[config.mk]
export PLATFORM = sky130hd
export DESIGN_NAME = router_output_arbiter
export DESIGN_NICKNAME = d
export VERILOG_FILES = /design/src/rtl/router_output_arbiter.sv
export SDC_FILE = /design/constraint.sdc
export NUM_CORES = 1
export LEC_CHECK = 0
export BUFFER_PORTS_ARGS = -buffer_cell sky130_fd_sc_hd__buf_2
export CORE_AREA = 4 4 134 136
export DETAILED_ROUTE_END_ITERATION = 12
export DIE_AREA = 0 0 138 140
export GPL_ROUTABILITY_DRIVEN = 0
export GPL_TIMING_DRIVEN = 0
export PLACE_DENSITY = 0.66
export SKIP_CTS_REPAIR_TIMING = 1
export SYNTH_ARGS = -nofsm -noshare
export SYNTH_HDL_FRONTEND = slang
export SYNTH_SLANG_ARGS = --single-unit
[constraint.sdc]
create_clock -name clk -period 3.2 [get_ports clk]
set_input_delay 0.16 -clock clk [delete_from_list [all_inputs] [get_ports clk]]
set_output_delay 0.16 -clock clk [all_outputs]
set_load 0.02 [all_outputs]
[src/rtl/router_output_arbiter.sv]
// Output-side drainer: round-robin pops one non-empty input buffer per cycle into a
// one-entry holding register and forwards it to the downstream buffer when not full.
module router_output_arbiter #(
   parameter int DATA_SIZE = 64,
   parameter int N_IN      = 4,
   parameter int PTR_W     = 3,
   parameter int CNT_W     = 16
) (
   input  logic                      clk,
   input  logic                      reset,
   input  logic [N_IN-1:0]           in_empty,
   input  logic [N_IN*DATA_SIZE-1:0] in_data,
   output logic [N_IN-1:0]           in_Re,
   input  logic                      out_full,
   output logic                      out_We,
   output logic [DATA_SIZE-1:0]      out_data,
   output logic                      busy,
   output logic [CNT_W-1:0]          pkt_count
);

   logic [DATA_SIZE-1:0] hold_data_q, hold_data_d;
   logic                 hold_valid_q, hold_valid_d;
   logic [PTR_W-1:0]     ptr_q, ptr_d;
   logic [CNT_W-1:0]     pkt_count_q, pkt_count_d;

   logic                 space;
   logic                 found;
   logic                 accept;
   logic [PTR_W-1:0]     grant;
   logic [PTR_W-1:0]     grant_inc;
   logic [DATA_SIZE-1:0] sel_data;

   assign out_We    = hold_valid_q & ~out_full & reset;
   assign space     = ~hold_valid_q | out_We;
   assign accept    = space & found & reset;
   assign out_data  = hold_data_q;
   assign busy      = hold_valid_q;
   assign pkt_count = pkt_count_q;
   assign grant_inc = grant + 1'b1;

   // Rotating priority as two ordered passes: inputs at/after ptr first, then those before it.
   always_comb begin
      found = 1'b0;
      grant = '0;
      for (int unsigned i = 0; i < N_IN; i++) begin
         if (!found && !in_empty[i] && (PTR_W'(i) >= ptr_q)) begin
            found = 1'b1;
            grant = PTR_W'(i);
         end
      end
      for (int unsigned i = 0; i < N_IN; i++) begin
         if (!found && !in_empty[i] && (PTR_W'(i) < ptr_q)) begin
            found = 1'b1;
            grant = PTR_W'(i);
         end
      end
   end

   always_comb begin
      in_Re    = '0;
      sel_data = '0;
      for (int unsigned i = 0; i < N_IN; i++) begin
         if (grant == PTR_W'(i)) begin
            in_Re[i] = accept;
            sel_data = in_data[i*DATA_SIZE +: DATA_SIZE];
         end
      end
   end

   always_comb begin
      hold_data_d  = hold_data_q;
      hold_valid_d = hold_valid_q;
      ptr_d        = ptr_q;
      pkt_count_d  = pkt_count_q;
      if (accept) begin
         hold_data_d  = sel_data;
         hold_valid_d = 1'b1;
         ptr_d        = (grant_inc == PTR_W'(N_IN)) ? '0 : grant_inc;
      end else if (out_We) begin
         hold_valid_d = 1'b0;
      end
      if (out_We) begin
         pkt_count_d = pkt_count_q + 1'b1;
      end
   end

   always_ff @(posedge clk) begin
      if (!reset) begin
         hold_data_q  <= '0;
         hold_valid_q <= 1'b0;
         ptr_q        <= '0;
         pkt_count_q  <= '0;
      end else begin
         hold_data_q  <= hold_data_d;
         hold_valid_q <= hold_valid_d;
         ptr_q        <= ptr_d;
         pkt_count_q  <= pkt_count_d;
      end
   end

endmodule

Yosys cells after proc, flatten, opt, wreduce, memory -nomap -nowiden:

Index checks and enable logic that the tools add are counted.

* add/subtract/negate cells: 2
* order comparisons: 8
* equal/unequal tests: 4
* mux-type cells: 26
* bitwise operators: 7
* reduce and logical (&&, ||, !) cells: 28

Operator list (number)
* $mux 64: 4
* $mux 3: 7
* $add 16x1->16 const B: 1
* $logic_and 1x1->1: 15
* $mux 1: 15
* $logic_not 1->1: 11
* $eq 3x2->1 const B: 2
* $ge 1x3->1 const A: 2
* $ge 2x3->1 const A: 2
* $lt 1x3->1 const A: 2
* $lt 2x3->1 const A: 2
* $and 1x1->1: 4
* $add 3x1->3 const B: 1
* $eq 3x1->1 const B: 1
* $eq 3x3->1 const B: 1
* $logic_not 3->1: 1
* $not 1->1: 2
* $reduce_bool 2->1: 1
* $or 1x1->1: 1

* bits in registers: 84
* output and inout port bits: 86
* logic and storage cells: 79

Depth between registers and ports, before layout:

* depth after elaboration: 36
* mapped depth: 14
* depth with buffers taken out: 11

Worst setup path before layout:

Ideal clock, no wire load.

* path kind: reg-to-reg
* from: reg ptr_q[2]
* to: reg hold_data_q[19] (netlist: out_data[19])
* arrival: 2966 ps
* required time: 3130 ps
* setup slack: 164 ps
* stages on the path, launching flop included: 15
* cells stage by stage: dfxtp_1 buf_6 nor2_1 a21oi_1 or3_1 a31o_2 a221o_1 ha_1 nor2b_1 clkbuf_1 clkbuf_1 a221oi_1 nor3_1 a21oi_1 a21oi_1

* longest elaborated chain between the ends: 36
* elaborated cells on any way between the ends: 55
* those cells by class: 8 x order compare; 3 x eq/ne; 19 x mux; 2 x bitwise; 23 x reduce/logical

RTL lines
* from (decl): RTL line 23 `logic [PTR_W-1:0] ptr_q, ptr_d;`
* from (signal assigned): RTL line 96 `ptr_q <= ptr_d;`
* $ge 1x3->1: RTL line 46 `if (!found && !in_empty[i] && (PTR_W'(i) >= ptr_q)) begin`
* $logic_and 1x1->1: RTL line 46
* $mux 1: RTL line 46
* $logic_not 1->1: RTL line 46
* $logic_and 1x1->1 (2 in a row): RTL line 46
* $mux 1: RTL line 46
* $logic_not 1->1: RTL line 46
* $logic_and 1x1->1 (2 in a row): RTL line 46
* [13 not listed]
* $logic_not 1->1: RTL line 52 `if (!found && !in_empty[i] && (PTR_W'(i) < ptr_q)) begin`
* $logic_and 1x1->1 (2 in a row): RTL line 52
* $mux 1: RTL line 52
* $logic_not 1->1: RTL line 52
* $logic_and 1x1->1 (2 in a row): RTL line 52
* $mux 3: RTL line 52
* $logic_not 3->1: RTL line 63 `if (grant == PTR_W'(i)) begin`
* $mux 64 (4 in a row): RTL line 63
* to (signal assigned): RTL line 94 `hold_data_q <= hold_data_d;`
* to (decl): RTL line 21 `logic [DATA_SIZE-1:0] hold_data_q, hold_data_d;`

Parallel ways exist; a longest one is shown, timed or not.
A chain may end at the register's enable or synchronous reset.

Final worst setup path:

* from: reg ptr_q[2]
* to: out in_Re[1]

* longest elaborated chain between the ends: 34
* elaborated cells on any way between the ends: 49
* those cells by class: 8 x order compare; 1 x eq/ne; 16 x mux; 2 x bitwise; 22 x reduce/logical

RTL lines
* $ge 1x3->1: RTL line 46
* $logic_and 1x1->1: RTL line 46
* $mux 1: RTL line 46
* $logic_not 1->1: RTL line 46
* $logic_and 1x1->1 (2 in a row): RTL line 46
* $mux 1: RTL line 46
* $logic_not 1->1: RTL line 46
* $logic_and 1x1->1 (2 in a row): RTL line 46
* [13 not listed]
* $logic_not 1->1: RTL line 52
* $logic_and 1x1->1 (2 in a row): RTL line 52
* $mux 1: RTL line 52
* $logic_not 1->1: RTL line 52
* $logic_and 1x1->1 (2 in a row): RTL line 52
* $mux 1: RTL line 52
* $and 1x1->1 (2 in a row): RTL line 35 `assign accept = space & found & reset;`
* $mux 1 *: RTL line 63
* to (decl): RTL line 13 `output logic [N_IN-1:0] in_Re,`

Every way passes the cells marked *; elsewhere a longest branch is shown, timed or not.

==> reports/results.ini <==
[status]
outcome = finished, final reports clean

[die]
row_count = 48
fp.coreArea_sq_um = 16900
die-area_sq_um = 19300
start_util_pct = 29.2
die_x_um = 138
io_pins = 349
die_h_um = 140

[global_routing]
grt_max_degree = 14
grt_pass1_vias = 6221
grt-ovfl-total = 0
antenna_found_initial = 3
grt_first_pass_wirelength_mm = 34.4
grt_usage_pct = 22.3

[cts]
clkSinkCount = 84
root_buffer = clkbuf_16
cts.htree.levels = 3
clk_pin_slew_worst_paths_ns = 0.06
cts_tree = built
insertion_delay_ns = 0.34
cts_buffers = 9
cts_max_path_buffers = 2

[setup_path]
r2r-start = ptr_q[2]
crit_path_end_kind = output port
r2r_slack_ns = 0.10
arrival_ns = 2.97
rr_worst_depth = 14
timing.rr.end = out_data[32]
cp.required_ns = 3.04
worstPathMaxFanout = 10
critical_path_class = flip-flop to output port
cp-start-kind = flip-flop

[drt]
drc_errors = 0
first_iter_violations = 415
drtPass1Iterations = 5
postRouteAntennaNets = 0
wl_mm = 23.8
wl_per_cell_um = 19.2
viasPerCell = 5.29
vias = 6554

[synth]
syn_avg_cell_area_sq_um = 7.63
syn_nets = 916
netlist_area_sq_um = 4950
synth_seq_area_share_pct = 34.0
yosys_warnings = 0
synth_cell_types = 37
ys_ff_latch = 84
syn-instance-count = 648

[sta]
setup_viol = 0
post-route-period-util_pct = 97.9
finClkSkew_ns = 0.00535
fin_crit_ns = 3.13
rsz0062_at_grt = true
fin_ws_ns = 0.0686
max_freq_mhz = 319
tightest_slew_ns = 0.654
relSlewSlack_pct = 56.4
hold_ws_ns = 0.106
finalHoldViolations = 0
report.final.slew_viol_count = 0

[placement]
dpl-instance-area_sq_um = 6960
dp_hpwl_mm = 18.0
io_buffers = 346
pre_cts_ws_ns = -0.942

[cells_and_area]
post-route-util_pct = 45.9
mostFrequentLayoutCells = 365 x buf_2, 132 x a21oi_1, 82 x dfxtp_1
layout_commonest_cell = buf_2
diodes = 0
area_delta_synth_final_pct = 57.0
fin_area_sq_um = 7770
drive_above_1_share_pct = 46.0
num-nets-final = 1276

[hold_path]
hold_class = primary input to flip-flop
hold_depth = 3
hp-start = in_data[245]
hold_end = out_data[53]

[pwr]
leakagePower_nw = 3.61
ir_worst_vdd_mv = 0.284
p_per_area_nw_per_um2 = 617

[job]
drv_cap = 0

[cells in the mapped netlist]
library cell	count	area (sq um)
mux2i_1	1	10.0
nand3b_1	1	7.51
o41a_1	1	11.3
and3_1	6	37.5
and2_1	13	81.3
o211a_1	1	10.0
a21oi_1	132	661
a21o_1	1	7.51
o21ai_0	28	140
nand4_1	5	31.3
nor2b_1	64	400
dfxtp_1	84	1680
a211o_1	1	8.76
nor3_1	63	315
o22ai_1	1	6.26
a31o_2	2	17.5
a221oi_1	64	561
a221o_1	2	20.0
nand3_1	5	25.0
inv_1	4	15.0
buf_6	4	45.0
and3b_1	3	26.3
o211ai_1	1	7.51
a21boi_0	4	30.0
o31ai_1	1	7.51
and4_1	1	8.76
clkbuf_1	52	195
nor2_1	6	22.5
a22oi_1	1	7.51
ha_1	5	62.6
o21ai_1	45	225
xor2_1	1	8.76
or3_1	3	18.8
buf_2	15	75.1
nand2_1	15	56.3
xnor2_1	11	96.3
nand2b_1	1	6.26
[cell type report]
type | count | area, sq um
Fill cell | 1747 | 9170
Multi-Input combinational cell | 489 | 3230
Timing Repair Buffer | 349 | 1750
Sequential cell | 84 | 1690
Buffer | 71 | 450
Tap cell | 225 | 282
Clock buffer | 12 | 256
Clock inverter | 4 | 95.1
Inverter | 4 | 15.0
[sequential cells by signal, summed over array words and instances (netlist names)]
signal and flops:
busy 1, out_data 64, pkt_count 16, ptr_q 3
[cells by family after synthesis]
family / after synthesis / share of synthesized area (%)
AO/OA/AOI/OAI: 285 / 34.8
XOR/XNOR: 12 / 2.12
adder cells (fa/ha/maj): 5 / 1.26
buffers and inverters: 75 / 6.68
flip-flops: 84 / 34.0
multiplexers: 1 / 0.202
AND/OR/NAND/NOR: 186 / 21.0
[worst max-delay path by stage]
stage | start | end | cells after the start
global route | ptr_q[2] | out_data[22] | 12
floorplan | ptr_q[2] | out_data[19] | 14
global placement | ptr_q[2] | out_data[41] | 14
finish | ptr_q[2] | in_Re[1] | 11
detailed placement | ptr_q[2] | out_data[19] | 13
CTS | ptr_q[2] | out_data[19] | 13
[worst max-delay path: stages (launching register included)]
cell	delay [ns]
dfxtp_1	0.31
buf_6	0.13
nor2_4	0.15
a21oi_1	0.10
or3_4	0.40
a31o_4	0.27
a221o_1	0.35
ha_2	0.24
buf_6	0.17
buf_4	0.19
and3_1	0.16
buf_2	0.16
[power by group]
part / switching, W / internal, W
logic: 0.00133 / 0.000901
clock network: 0.000426 / 0.000805
registers: 0.000101 / 0.00123
total: 0.00186 / 0.00293
[metrics by stage]
| stage | setup TNS (ns) | instances | power (W) |
|---|---|---|---|
| floorplan | 0 | 648 | 0.00258 |
| global placement | -43.54 | 1219 | 0.00331 |
| detailed placement | -46.61 | 1219 | 0.00333 |
| CTS | -49.55 | 1235 | 0.00458 |
| global route | -0.401 | 1238 | 0.00506 |
| finish | 0 | 1238 | 0.00479 |
[per-layer routing]
layer  up-vias  wire length (um)  track usage, %  share of wire [%]
met2       272             11700            38.1                 49
met4         6               466            5.77                2.0
met3        40              1710            6.28                7.2
li1       3138                 -               -                  -
met5         -                34               0               0.14
met1      3098              9800            27.9                 41
Power figures use the tool's default switching activity.
